==> config.mk <==
export PLATFORM = sky130hd
export DESIGN_NAME = irq_sequencer
export DESIGN_NICKNAME = d
export VERILOG_FILES = /design/src/rtl/irq_sequencer.sv
export SDC_FILE = /design/constraint.sdc
export NUM_CORES = 1
export LEC_CHECK = 0
export ABC_AREA = 1
export CORE_ASPECT_RATIO = 0.75
export CORE_MARGIN = 5
export CORE_UTILIZATION = 42
export DETAILED_ROUTE_END_ITERATION = 6
export GPL_ROUTABILITY_DRIVEN = 0
export PLACE_DENSITY = 0.78
export SETUP_SLACK_MARGIN = 0.4
export SLEW_MARGIN = 20
export SYNTH_ARGS = -nofsm -noshare
export SYNTH_HDL_FRONTEND = slang
export SYNTH_SLANG_ARGS = --single-unit
export TNS_END_PERCENT = 5
==> constraint.sdc <==
create_clock -name clk -period 1.9 [get_ports clk]
set_clock_uncertainty 0.15 [all_clocks]
set_input_delay 0.38 -clock clk [delete_from_list [all_inputs] [get_ports clk]]
set_output_delay 0.38 -clock clk [all_outputs]
set_load 0.01 [all_outputs]
==> src/rtl/irq_sequencer.sv <==
// 6502 interrupt/reset entry sequencer: stacks PCH, PCL and P, then loads PC from a vector.
// The single IRQ line is widened to N_IRQ prioritised channels, each with its own vector.
module irq_sequencer #(
    parameter int unsigned N_IRQ        = 1,
    parameter logic [15:0] VEC_NMI      = 16'hFFFA,
    parameter logic [15:0] VEC_RST      = 16'hFFFC,
    parameter logic [15:0] VEC_IRQ      = 16'hFFFE,
    parameter logic [15:0] VEC_EXT_BASE = 16'hFFE0,
    parameter logic [7:0]  STACK_PAGE   = 8'h01,
    localparam int unsigned ID_W        = (N_IRQ > 1) ? $clog2(N_IRQ) : 1
) (
    input  logic             clk,
    input  logic             reset,
    input  logic             ins_boundary,
    input  logic             brk,
    input  logic [N_IRQ-1:0] irq,
    input  logic             nmi,
    input  logic             i_flag,
    input  logic [15:0]      pc_in,
    input  logic [7:0]       p_in,
    input  logic [7:0]       sp_in,
    input  logic [7:0]       rdata,
    output logic [15:0]      addr,
    output logic [7:0]       wdata,
    output logic             we,
    output logic             busy,
    output logic             take,
    output logic             sp_dec,
    output logic [15:0]      pc_out,
    output logic             pc_load,
    output logic             set_i,
    output logic [1:0]       cause,
    output logic [ID_W-1:0]  irq_id
);

    typedef enum logic [2:0] {
        StIdle,
        StPushH,
        StPushL,
        StPushP,
        StVecL,
        StVecH
    } state_e;

    typedef enum logic [1:0] {
        CauseRst = 2'd0,
        CauseNmi = 2'd1,
        CauseIrq = 2'd2,
        CauseBrk = 2'd3
    } cause_e;

    state_e          state_q;
    cause_e          cause_q;
    logic [ID_W-1:0] irq_id_q;
    logic            nmi_prev_q;
    logic            nmi_pend_q;
    logic [15:0]     pc_q;
    logic [7:0]      p_q;
    logic [15:0]     vec_q;
    logic [7:0]      vec_lo_q;

    logic            nmi_edge;
    logic            irq_req;
    logic            accept;
    logic [ID_W-1:0] irq_sel;
    logic [15:0]     irq_vec;
    cause_e          acc_cause;
    logic [15:0]     acc_vec;
    logic [ID_W-1:0] acc_id;
    logic [15:0]     stack_addr;

    assign nmi_edge   = nmi & ~nmi_prev_q;
    assign irq_req    = (|irq) & ~i_flag;
    assign stack_addr = {STACK_PAGE, sp_in};
    assign accept     = ~reset & (state_q == StIdle) & ins_boundary & (nmi_pend_q | irq_req | brk);

    // Lowest-numbered active channel wins.
    always_comb begin
        irq_sel = '0;
        for (int i = N_IRQ - 1; i >= 0; i--) begin
            if (irq[i]) begin
                irq_sel = ID_W'(i);
            end
        end
    end

    always_comb begin
        if (irq_sel == '0) begin
            irq_vec = VEC_IRQ;
        end else begin
            irq_vec = VEC_EXT_BASE + ((16'(irq_sel) - 16'd1) << 1);
        end
    end

    always_comb begin
        acc_cause = CauseBrk;
        acc_vec   = VEC_IRQ;
        acc_id    = '0;
        if (nmi_pend_q) begin
            acc_cause = CauseNmi;
            acc_vec   = VEC_NMI;
        end else if (irq_req) begin
            acc_cause = CauseIrq;
            acc_vec   = irq_vec;
            acc_id    = irq_sel;
        end
    end

    always_ff @(posedge clk) begin
        if (reset) begin
            state_q    <= StVecL;
            cause_q    <= CauseRst;
            irq_id_q   <= '0;
            nmi_pend_q <= 1'b0;
            nmi_prev_q <= nmi;
            vec_q      <= VEC_RST;
            pc_q       <= '0;
            p_q        <= '0;
            vec_lo_q   <= '0;
        end else begin
            nmi_prev_q <= nmi;
            // An edge coinciding with the NMI being taken is already serviced.
            if (accept && (acc_cause == CauseNmi)) begin
                nmi_pend_q <= 1'b0;
            end else if (nmi_edge) begin
                nmi_pend_q <= 1'b1;
            end

            case (state_q)
                StIdle: begin
                    if (accept) begin
                        state_q  <= StPushH;
                        cause_q  <= acc_cause;
                        irq_id_q <= acc_id;
                        pc_q     <= pc_in;
                        p_q      <= p_in;
                        vec_q    <= acc_vec;
                    end
                end
                StPushH: state_q <= StPushL;
                StPushL: state_q <= StPushP;
                StPushP: state_q <= StVecL;
                StVecL: begin
                    vec_lo_q <= rdata;
                    state_q  <= StVecH;
                end
                StVecH:  state_q <= StIdle;
                default: state_q <= StIdle;
            endcase
        end
    end

    always_comb begin
        addr    = '0;
        wdata   = '0;
        we      = 1'b0;
        busy    = 1'b0;
        take    = 1'b0;
        sp_dec  = 1'b0;
        pc_out  = '0;
        pc_load = 1'b0;
        set_i   = 1'b0;
        if (reset) begin
            busy = 1'b1;
        end else begin
            case (state_q)
                StIdle: begin
                    busy = accept;
                    take = accept;
                end
                StPushH: begin
                    busy   = 1'b1;
                    addr   = stack_addr;
                    wdata  = pc_q[15:8];
                    we     = 1'b1;
                    sp_dec = 1'b1;
                end
                StPushL: begin
                    busy   = 1'b1;
                    addr   = stack_addr;
                    wdata  = pc_q[7:0];
                    we     = 1'b1;
                    sp_dec = 1'b1;
                end
                StPushP: begin
                    busy   = 1'b1;
                    addr   = stack_addr;
                    // Bit 5 always reads as 1; B is set only for a software BRK.
                    wdata  = {p_q[7:6], 1'b1, (cause_q == CauseBrk), p_q[3:0]};
                    we     = 1'b1;
                    sp_dec = 1'b1;
                end
                StVecL: begin
                    busy = 1'b1;
                    addr = vec_q;
                end
                StVecH: begin
                    busy    = 1'b1;
                    addr    = vec_q + 16'd1;
                    pc_out  = {rdata, vec_lo_q};
                    pc_load = 1'b1;
                    set_i   = 1'b1;
                end
                default: busy = 1'b0;
            endcase
        end
    end

    assign cause  = cause_q;
    assign irq_id = reset ? '0 : irq_id_q;

    // Bus writes and PC loads only ever occur inside a busy sequence.
    assert property (@(posedge clk) disable iff (reset) we |-> (busy && sp_dec));
    assert property (@(posedge clk) disable iff (reset) pc_load |-> (set_i && busy));
    assert property (@(posedge clk) disable iff (reset) take |-> (busy && state_q == StIdle));

endmodule
Word-level counts from Yosys, hierarchy flattened
Index checks and enable logic that the tools add are counted.

Add/sub/neg operators: 1. Equal/unequal tests: 8. Multiplexer cells: 19. Bitwise gates (word level): 10. Reductions and logical operators: 6.

Operators with widths (number): 2-to-1 mux 16 bit (3); one-hot mux 16 bit (3 select lines) (1); one-hot mux 8 bit (3 select lines) (1); adder 16 x 1 -> 16 bit, second input constant (1); one-hot mux 3 bit (5 select lines) (1); 2-to-1 mux 1 bit (8); 2-to-1 mux 8 bit (1); == test 3 x 2 -> 1 bit, second input constant (2); == test 3 bit, second input constant (2); 2-to-1 mux 3 bit (2); AND 1 bit (5); OR reduction 5 bit (1); == test 3 x 1 -> 1 bit, second input constant (1); zero test 3 bit (1); NOT 1 bit (3); OR reduction 3 bit (1); == test 2 x 1 -> 1 bit, second input constant (1); == test 2 bit, second input constant (1); 2-to-1 mux 2 bit (1); inequality test 2 bit, second input constant (1); OR 1 bit (2); one-hot mux 1 bit (2 select lines) (1); AND reduction 2 bit (1); OR reduction 2 bit (1); logical AND 1 bit (1).

Register bits after elaboration: 55. Logic and storage cells: 52.

Depth between registers and ports, before layout
Word-level depth: 7. Depth in mapped cells: 8. Mapped depth without buffers: 7.

Worst setup path before layout
Ideal clock, no wire load.

Kind: flip-flop to output port. Start: register state_q[0]. End: output port addr[3]. Arrival time: 1.520 ns. Data required time: 1.370 ns. Slack: -0.150 ns. Cell stages (with the launch flop): 6. Path buffers: 0. Path through: dfxtp_1 nor2_2 nand2_2 a21oi_1 nor2_1 nor2_1.

Cells in the longest elaborated chain, start to end: 4.

RTL lines: start: declaration (line 52) `state_e state_q;`; start signal: assignment (line 111) `state_q <= StVecL;`; start signal: assignment (line 132) `state_q <= StPushH;`; start signal: assignment (line 140) `StPushH: state_q <= StPushL;`; == test 3 x 2 -> 1 bit / == test 3 x 1 -> 1 bit (equally long branches) (line 166) `case (state_q)`; OR reduction 3 bit (no line); one-hot mux 16 bit (3 select lines) * (line 166); 2-to-1 mux 16 bit * (line 163) `if (reset) begin`; end: declaration (line 23) `output logic [15:0] addr,`.

Every way passes the cells marked *; elsewhere a longest branch is shown, timed or not.

Final worst setup path
Start: register state_q[2]. End: output port wdata[1].

Cells in the longest elaborated chain, start to end: 3.

RTL lines: == test 3 x 2 -> 1 bit / == test 3 x 1 -> 1 bit (equally long branches) (line 166); one-hot mux 8 bit (3 select lines) * (line 166); 2-to-1 mux 8 bit * (line 163); end: declaration (line 24) `output logic [7:0] wdata,`.

Marked as above.

==> flow_results.org <==
** Floorplanning
- The floorplan step defined a core boundary enclosing 0.00490 sq mm.
- The floorplan step defined a die boundary enclosing 0.00663 sq mm.
- During I/O placement, the number of pins put on the boundary was 96.
- After floorplanning, the core was divided into 22 placement rows.
- Initial core utilization :: 0.436
- Measured along the x axis, the die boundary spans 92.3 microns.
- The die is 71.8 microns tall.

** Synthesis
- Of the total synthesized cell area, the portion taken by XOR and XNOR cells is 0.
- In the synthesized netlist the async set-or-reset flop fraction comes to 0.
- The biggest area contributor in the post-synthesis netlist is sky130_fd_sc_hd__dfxtp_1.
- For this run, the register share of the synthesized area comes to 0.366.
- Counting flops with a built-in enable in the synthesized netlist gives 0.
- The fraction of the mapped netlist area in compound gates is 0.0633.
- By area, the combinational part of the netlist is dominated by simple AND/OR/NAND/NOR gates.
- Net count of the mapped netlist :: 392
- Among all cell types in the netlist, the one instantiated most often is sky130_fd_sc_hd__nor2_1.
- Of the total synthesized cell area, the portion taken by full adders, half adders and majority gates is 0.
- Synth Area in Simple Gates :: 0.393
- Avg Cell Area, Syn :: 6.19 sq um
- Share of the synthesized area in the top cell type :: 0.366
- By area the synthesized netlist is led by sky130_fd_sc_hd__dfxtp_1 37%, sky130_fd_sc_hd__nor2_1 14%, sky130_fd_sc_hd__nand2_1 12%.
- Top post-synthesis cells by count :: 79 x sky130_fd_sc_hd__nor2_1, 70 x sky130_fd_sc_hd__nand2_1, 58 x sky130_fd_sc_hd__inv_1
- Count of mapped cells out of synthesis :: 345
- Syn. warnings :: 0
- Most common flop cell mapped by yosys :: sky130_fd_sc_hd__dfxtp_1
- Summed instance area of the synthesized netlist :: 0.00214 sq mm
- After synthesis the netlist holds a flip-flop and latch count of 39.
- Of the post-synthesis cell area, the part taken by muxes is 0.
- After synthesis, the netlist uses 21 different library cells.

** Worst setup path
- At the worst endpoint, the required time is 1370 ps.
- Largest incremental delay on the critical path :: 360 ps
- The largest individual stage delay along the critical path comes from the cell sky130_fd_sc_hd__dfxtp_4.
- Of all nets on the critical path, the largest fanout is 5.
- Worst reg-to-reg path cell count :: 9
- Critical path, cell by cell :: buf_6 -> nor3_4 -> buf_6 -> buf_6 -> nand2_1 -> nand3_2 -> nand2_1 -> inv_1 -> buf_2
- Critical path arrival :: 1540 ps
- The critical path starts at state_q[2].
- Worst setup SP type :: register
- Following the worst setup path forward leads to its endpoint at wdata[1].
- Cell repeated most along the worst path :: sky130_fd_sc_hd__buf_6
- The worst register-to-register path has a setup slack of 240 ps.
- Worst setup path class :: reg2out
- Type of element capturing the critical path :: output port
- Crit Reg-Reg Endpoint :: pc_q[7]
- In this run the critical register-to-register path is launched from state_q[2].

** STA
- The total count of hold-check failures in the final report came to 0.
- Max Freq :: 0.482 GHz
- Setup violations remaining at the end of the flow were counted as 42.
- Final critical-path required period :: 2070 ps
- The max-slew violation total from the final report came to 0.
- In the finished design, the share of the clock period the worst path needs comes to 1.09.
- RSZ-0062 raised after global routing :: yes
- Minimum setup slack in the final design :: -174 ps

** Cells and area
- Count of non-filler cells in the finished layout :: 531
- The area growth from synthesis to layout is 72.8%.
- The repair_antennas step left the layout with diodes totalling 0.
- Number of nets at the end of the flow :: 517
- Once layout is complete, the utilization of the core stands at 0.753.
- In the final layout, the share of cells above drive strength 1 is 0.363.

** Placed design
- Placed cell count :: 512
- Total half-perimeter wirelength after legalization and detailed placement :: 4820 microns
- Number of buffers added on ports :: 92

** Global routing
- The number of global-route vias before repair is 2440.
- In the global route stage, overall resource usage came out at 0.204.
- The total overflow left after global routing is 0.
- The first global-routing pass estimated 11000 microns of wire.
- Maximum number of pins on one net before global-route repair :: 26
- Number of antenna violations at the first check in global routing :: 0

** Drt
- Detailed Routing Iterations Pass 1 :: 4
- In this run, the number of DRC markers left after iteration 0 of detailed routing was 191.
- The routed layout has 2514 vias.
- Number of remaining DRC errors :: 0
- Average wire per cell in the routed design :: 12.9 microns
- Total wire length :: 6850 microns
- Dividing the detail-routed via count by the number of cells gives 4.73.
- Number of nets with antenna violations after detailed routing :: 0

** Clock network
- The H-tree was split into 2 levels.
- For this design, the CTS-stage hold fixing added 0 buffers.
- TritonCTS built the clock tree.
- Counting along the longest clock path gives a buffer depth of 2.
- CTS placed an instance of sky130_fd_sc_hd__clkbuf_8 at the clock tree root.
- After clock tree synthesis, the clock-pin slew on the worst setup and hold paths is 80 ps.
- For this design, the sink count on the clock tree is 39.
- In this run, CTS created clock tree buffers numbering 5.
- Clock insertion delay at the later pin of the skew report :: 300 ps

** Power and ir drop
- Dividing total power by cell area gives a power density of 707 mW/mm^2.
- For this design the static power due to leakage is 1.86 nW.
- Worst ir drop on vdd :: 0.000451 V

** Run
- The tool flagged a number of max-cap violations equal to 0.

** Run status
- The flow ran to the end, but the final reports show violations.
- Violated checks :: setup timing

** Min path
- Hold crit path type :: reg2reg
- The worst hold path passes through 2 cells.
## layer usage
| layer | vias up | share of wire | wire length [microns] | track usage |
|---|---|---|---|---|
| met5 | - | 0 | 0 | 0 |
| met4 | 0 | 0.018 | 123 | 0.0659 |
| met3 | 14 | 0.053 | 365 | 0.0409 |
| met2 | 81 | 0.50 | 3450 | 0.359 |
| met1 | 1145 | 0.42 | 2910 | 0.250 |
| li1 | 1274 | - | - | - |
## critical path, delay by kind of cell, from the launching register on
family	cells	cell delay [ps]
buffers and inverters	5	530
flip-flops	1	360
AND/OR/NAND/NOR	4	350
## repair_timing
| action | in CTS | in global routing |
|---|---|---|
| setup endpoints to repair | 82 | 74 |
| buffers inserted | 9 | 2 |
| pin swaps | 16 | 9 |
| cloned | 0 | 0 |
| gates resized for setup | 232 | 40 |
## cells in the final DEF, fill, tap and decap left out, types with 2 or more instances in the layout
master / Yosys / layout
sky130_fd_sc_hd__clkbuf_8: 0 / 5
sky130_fd_sc_hd__inv_1: 58 / 52
sky130_fd_sc_hd__nand2_2: 1 / 10
sky130_fd_sc_hd__buf_4: 12 / 33
sky130_fd_sc_hd__dfxtp_4: 0 / 3
sky130_fd_sc_hd__nand3_2: 2 / 5
sky130_fd_sc_hd__inv_2: 2 / 5
sky130_fd_sc_hd__buf_6: 3 / 23
sky130_fd_sc_hd__nor2_4: 2 / 13
sky130_fd_sc_hd__clkdlybuf4s15_2: 0 / 2
sky130_fd_sc_hd__dfxtp_2: 0 / 2
sky130_fd_sc_hd__dfxtp_1: 39 / 34
sky130_fd_sc_hd__o211ai_1: 2 / 2
sky130_fd_sc_hd__buf_2: 2 / 31
sky130_fd_sc_hd__o21ai_0: 9 / 8
sky130_fd_sc_hd__bufinv_16: 0 / 2
sky130_fd_sc_hd__nand3_1: 36 / 31
sky130_fd_sc_hd__clkdlybuf4s50_1: 0 / 42
sky130_fd_sc_hd__nor2_2: 4 / 18
sky130_fd_sc_hd__a21oi_1: 15 / 12
sky130_fd_sc_hd__nand2_4: 0 / 2
sky130_fd_sc_hd__dlygate4sd2_1: 0 / 2
sky130_fd_sc_hd__a21oi_2: 0 / 2
sky130_fd_sc_hd__nor3_4: 0 / 3
sky130_fd_sc_hd__buf_12: 0 / 4
sky130_fd_sc_hd__nand3_4: 0 / 2
sky130_fd_sc_hd__nor2_1: 79 / 54
sky130_fd_sc_hd__nand2_1: 70 / 59
## final cells by class
class                      count  area (sq um)
clock inverter                 2          60.1
tap                           60          75.1
fill                         376          1210
sequential                    39           795
multi-input combinational    224          1220
timing repair buffer         140          1230
clock buffer                   6          72.6
inverter                      60           240
## worst min-delay path by stage
stage,start,endpoint
CTS,vec_lo_q[6],vec_lo_q[6]
global placement,vec_lo_q[2],vec_lo_q[2]
detailed placement,vec_lo_q[6],vec_lo_q[6]
global route,vec_lo_q[4],vec_lo_q[4]
floorplan,nmi,nmi_prev_q
finish,vec_lo_q[4],vec_lo_q[4]
## sequential cells by signal, indices dropped and copies added, names as in the netlist
register and cells:
pc_q 16, state_q 3, vec_q 2, nmi_pend_q 1, nmi_prev_q 1, p_q 6, vec_lo_q 8, cause 2
## report_power, final
group	internal, W	switching (W)	leakage, nW	total [W]
Clock	0.000525	0.000292	0.0654	0.000817
Sequential	0.000877	0.0000399	0.321	0.000917
Combinational	0.000433	0.000442	1.48	0.000875
Total	0.00184	0.000774	1.86	0.00261
## stage by stage
step	setup TNS (ps)	instance area [sq um]	worst slack [ps]	power [W]	hold WS (ps)
2_1_floorplan	0	2220	223	0.00133	258
3_3_place_gp	-26330	3380	-658	0.00170	290
3_5_place_dp	-27570	3380	-684	0.00172	296
4_1_cts	-2690	3560	-173	0.00257	307
5_1_grt	-6320	3690	-260	0.00272	338
6_report	-3220	3690	-174	0.00261	314
## logic make-up after synthesis
group | Yosys count
and+or+nand+nor | 197
buffers and inverters | 82
DFF | 39
AOI/OAI and AO/OA | 26
other | 1
No activity file was read; power rests on OpenSTA's default activity.
